--- config.mk ---
export PLATFORM = sky130hd
export DESIGN_NAME = seg7_scan_ctrl
export DESIGN_NICKNAME = d
export VERILOG_FILES = /design/src/rtl/seg7_scan_ctrl.sv
export SDC_FILE = /design/constraint.sdc
export NUM_CORES = 1
export LEC_CHECK = 0
export ABC_CLOCK_PERIOD_IN_PS = 5200
export BUFFER_PORTS_ARGS = -buffer_cell sky130_fd_sc_hd__buf_2
export CAP_MARGIN = 20
export CELL_PAD_IN_SITES_DETAIL_PLACEMENT = 0
export CELL_PAD_IN_SITES_GLOBAL_PLACEMENT = 1
export CORE_MARGIN = 2
export CORE_UTILIZATION = 49
export CTS_CLUSTER_SIZE = 8
export DETAILED_ROUTE_END_ITERATION = 7
export GPL_TIMING_DRIVEN = 0
export PLACE_DENSITY = 0.95
export SYNTH_ARGS = -nofsm -noshare
export SYNTH_HDL_FRONTEND = slang
export SYNTH_SLANG_ARGS = --single-unit
export TNS_END_PERCENT = 1
--- constraint.sdc ---
create_clock -name i_clk -period 5.2 [get_ports i_clk]
set_input_delay 1.04 -clock i_clk [delete_from_list [all_inputs] [get_ports i_clk]]
set_output_delay 1.04 -clock i_clk [all_outputs]
set_load 0.005 [all_outputs]
--- src/rtl/seg7_scan_ctrl.sv ---
`default_nettype none
// ============================================================================
//  Module   : seg7_scan_ctrl
//  Purpose  : Time-multiplexed scan controller for a 4-digit common-anode
//             7-segment display. One external DECODER7 is shared by all
//             digits. Each digit slot starts with a blanking window. The
//             displayed value is double-buffered so that updates only take
//             effect on frame boundaries.
//  Ports    : i_clk      - system clock
//             i_rst_n    - asynchronous active-low reset
//             i_en       - 1 = scan, 0 = display dark
//             i_value    - four hex digits, [3:0] is rightmost (o_an[0])
//             i_dp_in    - decimal point per digit, 1 = lit
//             i_load     - one-cycle strobe capturing i_value / i_dp_in
//             i_dec_led  - segments from DECODER7 {a..g,dp}, active-low
//             o_nibble   - nibble to DECODER7
//             o_led      - segments to pads, active-low
//             o_an       - anodes, active-low, one-hot-low while showing
//             o_frame    - one-cycle pulse on digit index wrap 3 -> 0
//             o_pend     - a loaded value waits for the next frame boundary
//  Revision : 1.0 - initial release
// ============================================================================
module seg7_scan_ctrl #(
    parameter int SCAN_DIV  = 50000,
    parameter int BLANK_CYC = 16
) (
    input  logic        i_clk,
    input  logic        i_rst_n,
    input  logic        i_en,
    input  logic [15:0] i_value,
    input  logic [3:0]  i_dp_in,
    input  logic        i_load,
    input  logic [7:0]  i_dec_led,
    output logic [3:0]  o_nibble,
    output logic [7:0]  o_led,
    output logic [3:0]  o_an,
    output logic        o_frame,
    output logic        o_pend
);

    localparam int              C_CW      = $clog2(SCAN_DIV);
    localparam logic [C_CW-1:0] C_CNT_MAX = C_CW'(SCAN_DIV - 1);
    localparam logic [C_CW-1:0] C_BLANK   = C_CW'(BLANK_CYC);

    // Scan state: r_run selects IDLE vs. scanning; within a scan, r_cnt
    // splits each slot into BLANK (r_cnt < C_BLANK) and SHOW.
    logic            r_run;
    logic [C_CW-1:0] r_cnt;
    logic [1:0]      r_idx;
    logic            r_frame;
    logic [15:0]     r_shadow;
    logic [3:0]      r_sdp;
    logic [15:0]     r_pval;
    logic [3:0]      r_pdp;
    logic            r_pend;

    logic            w_run_nxt;
    logic [C_CW-1:0] w_cnt_nxt;
    logic [1:0]      w_idx_nxt;
    logic            w_frame_nxt;
    logic [15:0]     w_shadow_nxt;
    logic [3:0]      w_sdp_nxt;
    logic [15:0]     w_pval_nxt;
    logic [3:0]      w_pdp_nxt;
    logic            w_pend_nxt;

    logic            w_wrap;
    logic            w_boundary;
    logic            w_show;

    assign w_wrap     = (r_cnt == C_CNT_MAX);
    // Last cycle of digit 3 while scanning continues: the frame boundary.
    assign w_boundary = r_run && i_en && w_wrap && (r_idx == 2'd3);
    assign w_show     = r_run && (r_cnt >= C_BLANK);

    // ------------------------------------------------------------------
    // State register
    // ------------------------------------------------------------------
    always_ff @(posedge i_clk or negedge i_rst_n) begin
        if (!i_rst_n) begin
            r_run    <= 1'b0;
            r_cnt    <= '0;
            r_idx    <= 2'd0;
            r_frame  <= 1'b0;
            r_shadow <= 16'h0000;
            r_sdp    <= 4'h0;
            r_pval   <= 16'h0000;
            r_pdp    <= 4'h0;
            r_pend   <= 1'b0;
        end else begin
            r_run    <= w_run_nxt;
            r_cnt    <= w_cnt_nxt;
            r_idx    <= w_idx_nxt;
            r_frame  <= w_frame_nxt;
            r_shadow <= w_shadow_nxt;
            r_sdp    <= w_sdp_nxt;
            r_pval   <= w_pval_nxt;
            r_pdp    <= w_pdp_nxt;
            r_pend   <= w_pend_nxt;
        end
    end

    // ------------------------------------------------------------------
    // Next-state logic
    // ------------------------------------------------------------------
    always_comb begin
        w_run_nxt    = r_run;
        w_cnt_nxt    = r_cnt;
        w_idx_nxt    = r_idx;
        w_frame_nxt  = 1'b0;
        w_shadow_nxt = r_shadow;
        w_sdp_nxt    = r_sdp;
        w_pval_nxt   = r_pval;
        w_pdp_nxt    = r_pdp;
        w_pend_nxt   = r_pend;

        // Scan sequencing
        if (!r_run) begin
            if (i_en) begin
                w_run_nxt = 1'b1;
                w_cnt_nxt = '0;
                w_idx_nxt = 2'd0;
            end
        end else if (!i_en) begin
            // Abandoning a scan never produces a frame pulse.
            w_run_nxt = 1'b0;
            w_cnt_nxt = '0;
            w_idx_nxt = 2'd0;
        end else if (w_wrap) begin
            w_cnt_nxt   = '0;
            w_idx_nxt   = r_idx + 2'd1;
            w_frame_nxt = (r_idx == 2'd3);
        end else begin
            w_cnt_nxt = r_cnt + 1'b1;
        end

        // Double buffering. While idle, or exactly on the boundary, a load
        // can go straight to the shadow without tearing a frame; otherwise
        // it parks in the pending registers (last load wins).
        if (!r_run || w_boundary) begin
            if (i_load) begin
                w_shadow_nxt = i_value;
                w_sdp_nxt    = i_dp_in;
                w_pend_nxt   = 1'b0;
            end else if (w_boundary && r_pend) begin
                w_shadow_nxt = r_pval;
                w_sdp_nxt    = r_pdp;
                w_pend_nxt   = 1'b0;
            end
        end else if (i_load) begin
            w_pval_nxt = i_value;
            w_pdp_nxt  = i_dp_in;
            w_pend_nxt = 1'b1;
        end
    end

    // ------------------------------------------------------------------
    // Output decode; only i_dec_led reaches an output combinationally.
    // ------------------------------------------------------------------
    always_comb begin
        o_nibble = r_shadow[{r_idx, 2'b00} +: 4];
        o_an     = 4'hF;
        o_led    = 8'hFF;
        if (w_show) begin
            o_an  = ~(4'b0001 << r_idx);
            o_led = {i_dec_led[7:1], i_dec_led[0] & ~r_sdp[r_idx]};
        end
        o_frame = r_frame;
        o_pend  = r_pend;
    end

endmodule
`default_nettype wire

==> run_results.csv, run 1 <==
group,metric,value,unit
synthesis,synth_nets,337,
power,comb_power_share,0.145,
layout,synthToLayoutAreaGrowth,17.3,%
clock_tree,clk_path_buf_depth,2,
worst_hold_path,hp-start,"r_pval[12]$_DFFE_PN0P_",
power,p_leak,1.69,nW
global_route,grt_start_max_net_pins,33,
layout,fin_util,0.590,
clock_tree,clk_latency,340,ps
synthesis,syn_inst,299,
clock_tree,hold_buffers,0,
power,internal-power,0.903,mW
sta,max_freq,0.318,GHz
power,p_seq_frac,0.464,
worst_setup_path,critPathMaxFanout,10,
outcome,status,"finished clean",
sta,setup-violations-final,0,
worst_setup_path,r2r-end,"r_shadow[7]$_DFFE_PN0P_",
floorplanning,placeableCoreArea,6760,um2
detailed_routing,drc,0,
worst_setup_path,arrival,2100,ps
sta,fin_crit,3140,ps
worst_hold_path,hold_path_class,"reg2reg",
layout,stdcell_count,445,
detailed_routing,viasPerCell,5.92,
placed_design,placed_cell_area,3760,um2
layout,fin_area,3980,um2
global_route,grt_pass1_vias,2608,
synthesis,ys_async_sr_fraction,1.00,
power,p_sw,0.302,mW
placed_design,hpwlAfterDp,5490,um
clock_tree,cts_buffers,9,
clock_tree,cts_sinks,61,
synthesis,syn_area_per_cell,11.4,um2
synthesis,ys.flop_type,"dfrtp_1",
worst_setup_path,cp-startpoint,"r_cnt[5]$_DFFE_PN0P_",
sta,slew_viol_final,0,
sta,fin_tns_setup,0,ps
global_route,antenna_found_initial,0,
power,clkPwrFrac,0.390,
power,cellPowerDensity,302,nW/um2
floorplanning,die_h,87.2,um
floorplanning,die_w,87.2,um
detailed_routing,avgRoutedWirePerCell,17.2,um
floorplanning,start_util,0.503,
global_route,overflow,0,
worst_setup_path,path_class,"reg2out",
sta,rsz0062_at_grt,"no",
global_route,grt.total_usage,0.213,
clock_tree,cts_resized,0,
detailed_routing,firstDrtPassIters,4,
global_route,grt_first_pass_wirelength,12700,um
clock_tree,cts_max_level,3,
synthesis,yosysSeqAreaShare,0.450,
sta,fin_crit_sh,0.604,
floorplanning,fp.dieArea,7610,um2
placed_design,dp.cells,429,
sta,hold_violations,0,
clock_tree,cts_setup_buffers,0,
floorplanning,rows,30,
detailed_routing,vias,2634,
placed_design,gp_routability_congestion,0.820,
run,cap_violations,0,
power,ir_worst_vdd,0.146,mV
sta,tightest_slew,744,ps
worst_setup_path,ff2ff_path_depth,7,
sta,relSlewSlack,0.504,
detailed_routing,drtAntennaViolNets,0,
synthesis,synth_seq_cells,61,
layout,drive_above_1_share,0.329,
synthesis,synth_warnings,0,
synthesis,syn-cell-area,3400,um2
worst_hold_path,min_path_cells,1,
worst_setup_path,start_kind,"register",
sta,clock_skew,12.8,ps
clock_tree,clk_pin_slew,70,ps
worst_setup_path,cp-end-kind,"primary output",
power,total_power,1.20,mW
layout,final_nets,398,
worst_hold_path,holdPathEnd,"r_pval[12]$_DFFE_PN0P_",
floorplanning,ios,50,
detailed_routing,drtIter0Drc,137,
detailed_routing,drt_wl_total,7650,um
worst_setup_path,cp.required,4160,ps
clock_tree,cts_tree,"built",
clock_tree,root_buffer,"clkbuf_8",
synthesis,synth_edf_count,0,
power,p_sw_frac,0.251,
worst_setup_path,r2r-start,"r_cnt[0]$_DFFE_PN0P_",
layout,antennaDiodeCount,0,
worst_setup_path,ff2ff_setup_slack,2700,ps
placed_design,port_buffers,49,
synthesis,synth_cell_types,41,
## cells by family after synthesis
| kind of cell | synth area share |
|---|---|
| AO/OA/AOI/OAI | 0.139 |
| XOR/XNOR | 0.00516 |
| adder cells (fa/ha/maj) | 0.0221 |
| buffers and inverters | 0.0368 |
| flip-flops | 0.450 |
| multiplexers | 0.194 |
| AND/OR/NAND/NOR | 0.153 |
## worst max-delay path, cell delays in order (launching register included)
cell      delay (ps)
dfrtp_1          440
nor4_1           370
and2_1           270
a31oi_1          180
clkbuf_1         250
o21ai_0          120
buf_2            130
## cell type report
cell class | instances | area (um2)
Sequential cell | 61 | 1530
Clock inverter | 7 | 98.8
Tap cell | 80 | 100
Buffer | 17 | 87.6
Multi-Input combinational cell | 211 | 1740
Clock buffer | 9 | 124
Timing Repair Buffer | 50 | 265
Fill cell | 556 | 2770
Inverter | 10 | 37.5
## synthesized netlist by cell type (2+ instances only)
library cell,n,area share
mux2_1,6,0.020
and3_1,2,0.0037
a31oi_1,4,0.0074
nor2_1,8,0.0088
o221a_1,18,0.060
o22ai_1,2,0.0037
nor3_1,7,0.010
or2_2,2,0.0037
nand2_1,18,0.020
o22a_1,2,0.0052
and2_1,2,0.0037
buf_4,2,0.0044
ha_1,6,0.022
o221a_2,2,0.0066
nand4_1,6,0.011
clkbuf_1,12,0.013
mux2_4,20,0.088
nor4_1,4,0.0074
dfrtp_1,61,0.45
nor3b_1,2,0.0044
or3_1,3,0.0055
a21oi_1,15,0.022
mux4_2,5,0.033
buf_6,2,0.0066
a21o_1,4,0.0088
inv_1,10,0.011
mux2_2,15,0.050
nand3_1,7,0.010
nand2b_1,27,0.050
o21ai_0,14,0.021
## cells in the final DEF, fill, tap and decap left out, drive strengths merged, types with 8 or more instances in the layout
master / synthesis / layout
dfrtp: 61 / 61
buf: 5 / 55
mux2: 41 / 41
nand2b: 27 / 27
clkbuf: 12 / 21
o221a: 20 / 20
nand2: 19 / 19
a21oi: 15 / 15
o21ai: 14 / 14
inv: 10 / 11
nor2: 8 / 8
nand3: 8 / 8
## layer usage
layer,vias up,global-route usage,share of wire
met5,-,0,0
met4,0,0.0559,0.013
met3,11,0.0645,0.041
met2,61,0.357,0.50
met1,1339,0.270,0.44
li1,1223,-,-
## power by group through the flow
stage / clock network, mW / logic, mW / registers, mW
finish: 0.470 / 0.175 / 0.559
global placement: 0 / 0.168 / 0.562
floorplan: 0 / 0.126 / 0.553
global route: 0.505 / 0.192 / 0.564
CTS: 0.478 / 0.177 / 0.559
detailed placement: 0 / 0.176 / 0.566
## worst max path at each step
stage	to	slack [ps]	depth (start not counted)
2_1_floorplan	o_led[0]	2730	3
3_3_place_gp	o_led[0]	2460	6
3_5_place_dp	o_led[0]	2440	4
4_1_cts	o_led[0]	2060	4
5_1_grt	o_led[3]	1900	6
6_report	o_led[0]	2060	6
## per-stage QoR
step,setup WS (ps),hold WS (ps)
global placement,2460,485
floorplan,2730,476
finish,2060,509
global route,1900,525
CTS,2060,511
detailed placement,2440,488
## registers in the layout, summed over array words and instances, names as in the netlist
signal,count
o_frame,1
r_run,1
r_shadow,16
r_pdp,4
r_idx,2
r_sdp,4
r_cnt,16
r_pval,16
o_pend,1
(Power assumes the default switching activity.)
==> run 2: changes to the inputs <==
--- a/config.mk
+++ b/config.mk
@@ -5,17 +5,18 @@
 export SDC_FILE = /design/constraint.sdc
 export NUM_CORES = 1
 export LEC_CHECK = 0
-export ABC_CLOCK_PERIOD_IN_PS = 5200
+export ABC_AREA = 1
+export ABC_CLOCK_PERIOD_IN_PS = 3300
 export BUFFER_PORTS_ARGS = -buffer_cell sky130_fd_sc_hd__buf_2
 export CAP_MARGIN = 20
 export CELL_PAD_IN_SITES_DETAIL_PLACEMENT = 0
 export CELL_PAD_IN_SITES_GLOBAL_PLACEMENT = 1
 export CORE_MARGIN = 2
-export CORE_UTILIZATION = 49
+export CORE_UTILIZATION = 41
 export CTS_CLUSTER_SIZE = 8
 export DETAILED_ROUTE_END_ITERATION = 7
 export GPL_TIMING_DRIVEN = 0
-export PLACE_DENSITY = 0.95
+export PLACE_DENSITY = 0.89
 export SYNTH_ARGS = -nofsm -noshare
 export SYNTH_HDL_FRONTEND = slang
 export SYNTH_SLANG_ARGS = --single-unit
==> constraint.sdc (replaced) <==
create_clock -name i_clk -period 3.3 [get_ports i_clk]
set_input_delay 0.66 -clock i_clk [delete_from_list [all_inputs] [get_ports i_clk]]
set_output_delay 0.66 -clock i_clk [all_outputs]
set_load 0.005 [all_outputs]
==> run 2 against run 1 <==
Compared with the run above: global-route usage is 1.4 points lower; die area is 14% higher; clock power grew 61%; highest routed layer unchanged; critical path depth up 1; critical path type unchanged; synthesized area is 4.5% lower; sequential power grew 54%; power grew 51%; first-iteration DRC count up 28%; largest cell class is now sequential cells; core utilization fell by 8.7 points.
==> run_results.csv, run 2 <==
group,metric,value,unit
clock_tree,root_buffer,"clkbuf_8",
sta,slew_viol_final,0,
sta,fin_crit,2600,ps
synthesis,synth.top_cell.area_share,0.470,
placed_design,dp.cells,582,
layout,seq_area,1530,um2
placed_design,gp_routability_congestion,0.835,
global_route,grt.total_usage,0.199,
clock_tree,clk_path_buf_depth,2,
clock_tree,clk_latency,340,ps
clock_tree,cts_max_level,3,
layout,stdcell_count,598,
layout,reg_top3,"r_cnt: 16 flops, r_pval: 16 flops, r_shadow: 16 flops",
sta,tightest_slew,615,ps
worst_setup_path,cp-startpoint,"r_cnt[4]$_DFFE_PN0P_",
clock_tree,hold_buffers,0,
detailed_routing,drtIter0Drc,176,
layout,fillers,777,
sta,fin_crit_sh,0.789,
clock_tree,cts_tree,"built",
worst_setup_path,cp-end-kind,"primary output",
sta,clock_skew,8.76,ps
placed_design,port_buffers,49,
layout,antennaDiodeCount,0,
synthesis,yosys.cell_count.top_type,"nand2_1",
synthesis,synthTopCellsByCount,"nand2_1, dfrtp_1, inv_1",
power,p_leak,1.97,nW
power,cellPowerDensity,472,nW/um2
detailed_routing,route.top_layer_used,"met4",
sta,relSlewSlack,0.588,
detailed_routing,drc,0,
floorplanning,placeableCoreArea,7690,um2
detailed_routing,viasPerCell,4.87,
floorplanning,rows,32,
clock_tree,clk_pin_slew,70,ps
sta,hold_violations,0,
sta,rsz0062_at_grt,"no",
synthesis,synth_seq_cells,61,
layout,synthToLayoutAreaGrowth,19.1,%
worst_setup_path,path_class,"reg2out",
detailed_routing,wl_met2,3570,um
clock_tree,cts_resized,0,
floorplanning,die_h,93.0,um
clock_tree,cts_sinks,61,
detailed_routing,dr_wl_met3,364,um
floorplanning,fp.dieArea,8640,um2
power,ir_worst_vdd,0.220,mV
outcome,status,"finished clean",
clock_tree,cts_buffers,9,
worst_hold_path,hold_path_class,"in2async",
sta,max_freq,0.384,GHz
global_route,grt_pass1_vias,2868,
synthesis,ys.flop_type,"dfrtp_1",
detailed_routing,vias,2912,
worst_setup_path,critPathMaxFanout,10,
synthesis,synth_cell_types,26,
layout,drive_above_1_share,0.165,
clock_tree,cts_setup_buffers,0,
global_route,antenna_found_initial,0,
detailed_routing,avgRoutedWirePerCell,13.2,um
synthesis,synth_area_leaders,"dfrtp_1, nand2_1, o21ai_0",
detailed_routing,drt_wl_total,7890,um
layout,multi_input_area,1380,um2
floorplanning,start_util,0.422,
synthesis,ys_async_sr_fraction,1.00,
placed_design,hpwlAfterDp,5870,um
sta,fin_tns_setup,0,ps
synthesis,syn_inst,430,
worst_setup_path,cp.required,2640,ps
global_route,grt_start_max_net_pins,40,
synthesis,synth_nets,468,
worst_setup_path,r2r-start,"r_cnt[0]$_DFFE_PN0P_",
synthesis,syn_area_per_cell,7.55,um2
worst_setup_path,start_kind,"register",
detailed_routing,drtAntennaViolNets,0,
sta,holdWs,306,ps
synthesis,synth_warnings,0,
global_route,overflow,0,
floorplanning,die_w,93.0,um
synthesis,yosysSeqAreaShare,0.470,
synthesis,yosysTopAreaCell,"dfrtp_1",
global_route,grt_first_pass_wirelength,13500,um
synthesis,synth_edf_count,0,
detailed_routing,firstDrtPassIters,4,
synthesis,syn-cell-area,3240,um2
floorplanning,ios,50,
sta,setup-violations-final,0,
detailed_routing,drt-met1-wl,3870,um
layout,layout_common_cells,"nand2_1, dfrtp_1, inv_1",
worst_setup_path,arrival,1940,ps
layout,final_nets,529,
layout,layout_commonest_cell,"nand2_1",
run,cap_violations,0,
-- run 2: cell types whose count changed in the layout (fill, tap and decap cells not counted), moves of 19 or more --
cell,delta
mux2_4,-20
inv_1,+47
nand2b_1,-27
o21ai_1,+19
nand3_1,+24
nand2_1,+116
o21ai_0,+35
-- run 2: logic make-up after synthesis --
family,share of synthesized area
buf+inv,0.104
flops,0.470
compound gates,0.135
fa+ha+maj,0.0231
simple gates,0.259
xor+xnor,0.00810
-- run 2: power by group --
group | internal (mW) | switching, mW | total, mW | leakage (nW)
logic | 0.0836 | 0.122 | 0.206 | 1.06
registers | 0.818 | 0.0423 | 0.860 | 0.789
clock network | 0.464 | 0.293 | 0.757 | 0.116
total | 1.37 | 0.458 | 1.82 | 1.97
-- run 2: path summary, 6_finish.rpt --
path | end | slack (ps) | cells after the start
max reg2reg | o_pend$_DFFE_PN0P_ | 1450 | 9
min in group i_clk | r_shadow[5]$_DFFE_PN0P_ | 470 | 2
max in group asynchronous | o_pend$_DFFE_PN0P_ | 2390 | 2
max | o_led[0] | 700 | 7
min | r_cnt[6]$_DFFE_PN0P_ | 310 | 1
min reg2reg | r_shadow[5]$_DFFE_PN0P_ | 470 | 2
-- run 2: stage by stage --
| stage | util | area [um2] | total power [mW] | setup WS [ps] |
|---|---|---|---|---|
| after CTS | 0.502 | 3860 | 1.84 | 607 |
| after detailed placement | 0.473 | 3640 | 1.08 | 979 |
| final | 0.502 | 3860 | 1.82 | 697 |
| after floorplan | - | 3240 | 0.991 | 1490 |
| after global placement | 0.471 | 3620 | 1.07 | 1010 |
| after global routing | 0.502 | 3860 | 1.92 | 492 |
-- run 2: final cells by class --
type | instances | area share
buffer | 18 | 0.0321
timing repair buffer | 50 | 0.0687
sequential | 61 | 0.395
tap | 102 | 0.0330
inverter | 57 | 0.0554
clock inverter | 4 | 0.0181
clock buffer | 12 | 0.0402
multi-input combinational | 294 | 0.357
-- run 2: worst max-delay path, cell delays in order, from the launching register on --
cell,delay (ps)
dfrtp_1,400
inv_1,90
nand2_1,90
nor3_1,50
a31oi_1,290
clkbuf_1,390
nand2_1,130
buf_2,150
-- run 2: per-layer routing --
metal | GRT usage | vias up
met1 | 0.279 | 1337
met4 | 0.0588 | 0
met5 | 0 | -
met3 | 0.0431 | 9
met2 | 0.311 | 72
li1 | - | 1494
==> run 3: changes to the inputs <==
--- a/config.mk
+++ b/config.mk
@@ -6,7 +6,7 @@
 export NUM_CORES = 1
 export LEC_CHECK = 0
 export ABC_AREA = 1
-export ABC_CLOCK_PERIOD_IN_PS = 3300
+export ABC_CLOCK_PERIOD_IN_PS = 2400
 export BUFFER_PORTS_ARGS = -buffer_cell sky130_fd_sc_hd__buf_2
 export CAP_MARGIN = 20
 export CELL_PAD_IN_SITES_DETAIL_PLACEMENT = 0
==> constraint.sdc (replaced) <==
create_clock -name i_clk -period 2.4 [get_ports i_clk]
set_input_delay 0.48 -clock i_clk [delete_from_list [all_inputs] [get_ports i_clk]]
set_output_delay 0.48 -clock i_clk [all_outputs]
set_load 0.005 [all_outputs]
==> run 3 against run 2 <==
Compared with the run above: first-iteration DRC count fell by 2.8%; worst hold slack got worse by 180 ps; setup slack got worse by 530 ps; clock skew barely moved; routed wire length barely moved; non-clock buffer count did not move; final cell count did not move; combinational power rose by 37%; sequential share of layout area barely moved; critical path depth fell by 2; critical endpoint unchanged; cell area barely moved; core utilization barely moved.
==> run_results.csv, run 3 (synthesis results as in run 2) <==
group,metric,value,unit
power,internal-power,1.88,mW
floorplanning,ios,50,
layout,seq_area,1530,um2
sta,tightest_slew,595,ps
sta,rsz0062_at_grt,"no",
detailed_routing,firstDrtPassIters,4,
clock_tree,cts_max_level,3,
clock_tree,root_buffer,"clkbuf_8",
layout,layout_commonest_cell,"nand2_1",
clock_tree,cts_setup_buffers,0,
layout,multi_input_area,1380,um2
placed_design,hpwlAfterDp,5870,um
sta,setup-violations-final,0,
sta,holdWs,128,ps
sta,fin_tns_setup,0,ps
worst_setup_path,start_kind,"register",
global_route,overflow,0,
power,clkPwrFrac,0.415,
worst_hold_path,hold_path_class,"in2async",
power,comb_power_share,0.113,
clock_tree,clk_path_buf_depth,2,
clock_tree,clk_latency,340,ps
worst_setup_path,cp_cell_sequence,"nor4_1 -> a31oi_1 -> clkbuf_4 -> nand2_1 -> buf_2",
global_route,grt_pass1_vias,2868,
placed_design,port_buffers,49,
power,p_seq_frac,0.472,
floorplanning,placeableCoreArea,7690,um2
clock_tree,cts_sinks,61,
sta,slew_viol_final,0,
layout,final_nets,529,
detailed_routing,drc,0,
worst_setup_path,critPathMaxFanout,10,
layout,antennaDiodeCount,0,
layout,reg_top3,"r_cnt: 16 flops, r_pval: 16 flops, r_shadow: 16 flops",
floorplanning,fp.dieArea,8640,um2
detailed_routing,drtIter0Drc,171,
worst_setup_path,arrival,1760,ps
floorplanning,start_util,0.422,
sta,hold_violations,0,
global_route,antenna_found_initial,0,
run,cap_violations,0,
detailed_routing,vias,2917,
worst_setup_path,slowest_stage,"dfrtp_1",
floorplanning,rows,32,
sta,clock_skew,8.76,ps
worst_setup_path,cp.required,1920,ps
global_route,grt.total_usage,0.199,
power,p_sw,0.630,mW
power,ir_worst_vdd,0.302,mV
worst_setup_path,path_class,"reg2out",
global_route,grt_start_max_net_pins,40,
layout,drive_above_1_share,0.167,
sta,fin_crit,2240,ps
outcome,status,"finished clean",
clock_tree,cts_buffers,9,
detailed_routing,avgRoutedWirePerCell,13.2,um
clock_tree,cts_tree,"built",
worst_setup_path,cp-end-kind,"primary output",
detailed_routing,viasPerCell,4.88,
detailed_routing,drtAntennaViolNets,0,
layout,layout_common_cells,"nand2_1, dfrtp_1, inv_1",
power,p_sw_frac,0.251,
detailed_routing,drt_wl_total,7890,um
placed_design,gp_routability_congestion,0.835,
layout,fillers,775,
sta,max_freq,0.447,GHz
floorplanning,die_h,93.0,um
global_route,grt_first_pass_wirelength,13500,um
layout,synthToLayoutAreaGrowth,19.2,%
clock_tree,clk_pin_slew,70,ps
sta,relSlewSlack,0.602,
sta,fin_crit_sh,0.932,
worst_setup_path,critPathMaxStageDelay,420,ps
power,p_leak,1.97,nW
power,cellPowerDensity,649,nW/um2
floorplanning,die_w,93.0,um
-- run 3: cell counts in the layout (fill, tap and decap cells not counted) --
No cell type changed its count.
-- run 3: final timing paths --
path | from | end | slack, ps | depth (start not counted)
min in group i_clk | i_en | r_run$_DFF_PN0_ | 310 | 1
hold / removal | i_rst_n | r_cnt[6]$_DFFE_PN0P_ | 130 | 1
max in group asynchronous | i_rst_n | o_pend$_DFFE_PN0P_ | 1670 | 2
hold reg to reg | r_shadow[5]$_DFFE_PN0P_ | r_shadow[5]$_DFFE_PN0P_ | 470 | 2
setup / recovery | r_cnt[6]$_DFFE_PN0P_ | o_led[0] | 160 | 5
setup reg to reg | r_cnt[0]$_DFFE_PN0P_ | o_pend$_DFFE_PN0P_ | 560 | 9
-- run 3: repair_timing --
action	4_1_cts	5_1_grt
pin swaps	0	0
setup endpoints to repair	10	2
hold buffers	0	0
resized for setup	1	2
-- run 3: area by class of cell --
cell class	instances	area share
flip-flops and latches	61	0.395
multi-input cells	294	0.357
repair buffers	50	0.0686
inverters	57	0.0553
clock buffers	12	0.0401
plain buffers	18	0.0330
well taps	102	0.0330
clock inverters	4	0.0181
-- run 3: worst max-delay path: cells and delay by family, from the launching register on --
kind | cells | cell delay (ps)
simple gates | 2 | 440
flops | 1 | 420
buf+inv | 2 | 340
compound gates | 1 | 200
-- run 3: metrics by stage --
stage | instance area, um2 | instances | worst slack (ps) | power, mW | utilization
after CTS | 3860 | 598 | 58.3 | 2.53 | 0.503
after global routing | 3870 | 598 | 15.4 | 2.64 | 0.503
after floorplan | 3240 | 430 | 766 | 1.36 | -
after detailed placement | 3640 | 582 | 259 | 1.49 | 0.473
after global placement | 3620 | 581 | 292 | 1.47 | 0.471
final | 3870 | 598 | 163 | 2.51 | 0.503
-- run 3: per-layer routing --
metal	vias to the layer above	part of all wire	global-route usage
li1	1494	-	-
met1	1342	0.49	0.279
met2	72	0.45	0.311
met3	9	0.048	0.0431
met4	0	0.012	0.0588
met5	-	0	0
-- run 3: power by group through the flow --
stage / Combinational, mW / Sequential, mW / Clock [mW]
final: 0.283 / 1.18 / 1.04
after global routing: 0.333 / 1.19 / 1.11
after CTS: 0.289 / 1.18 / 1.06
after detailed placement: 0.288 / 1.20 / 0
after global placement: 0.275 / 1.19 / 0
after floorplan: 0.179 / 1.18 / 0
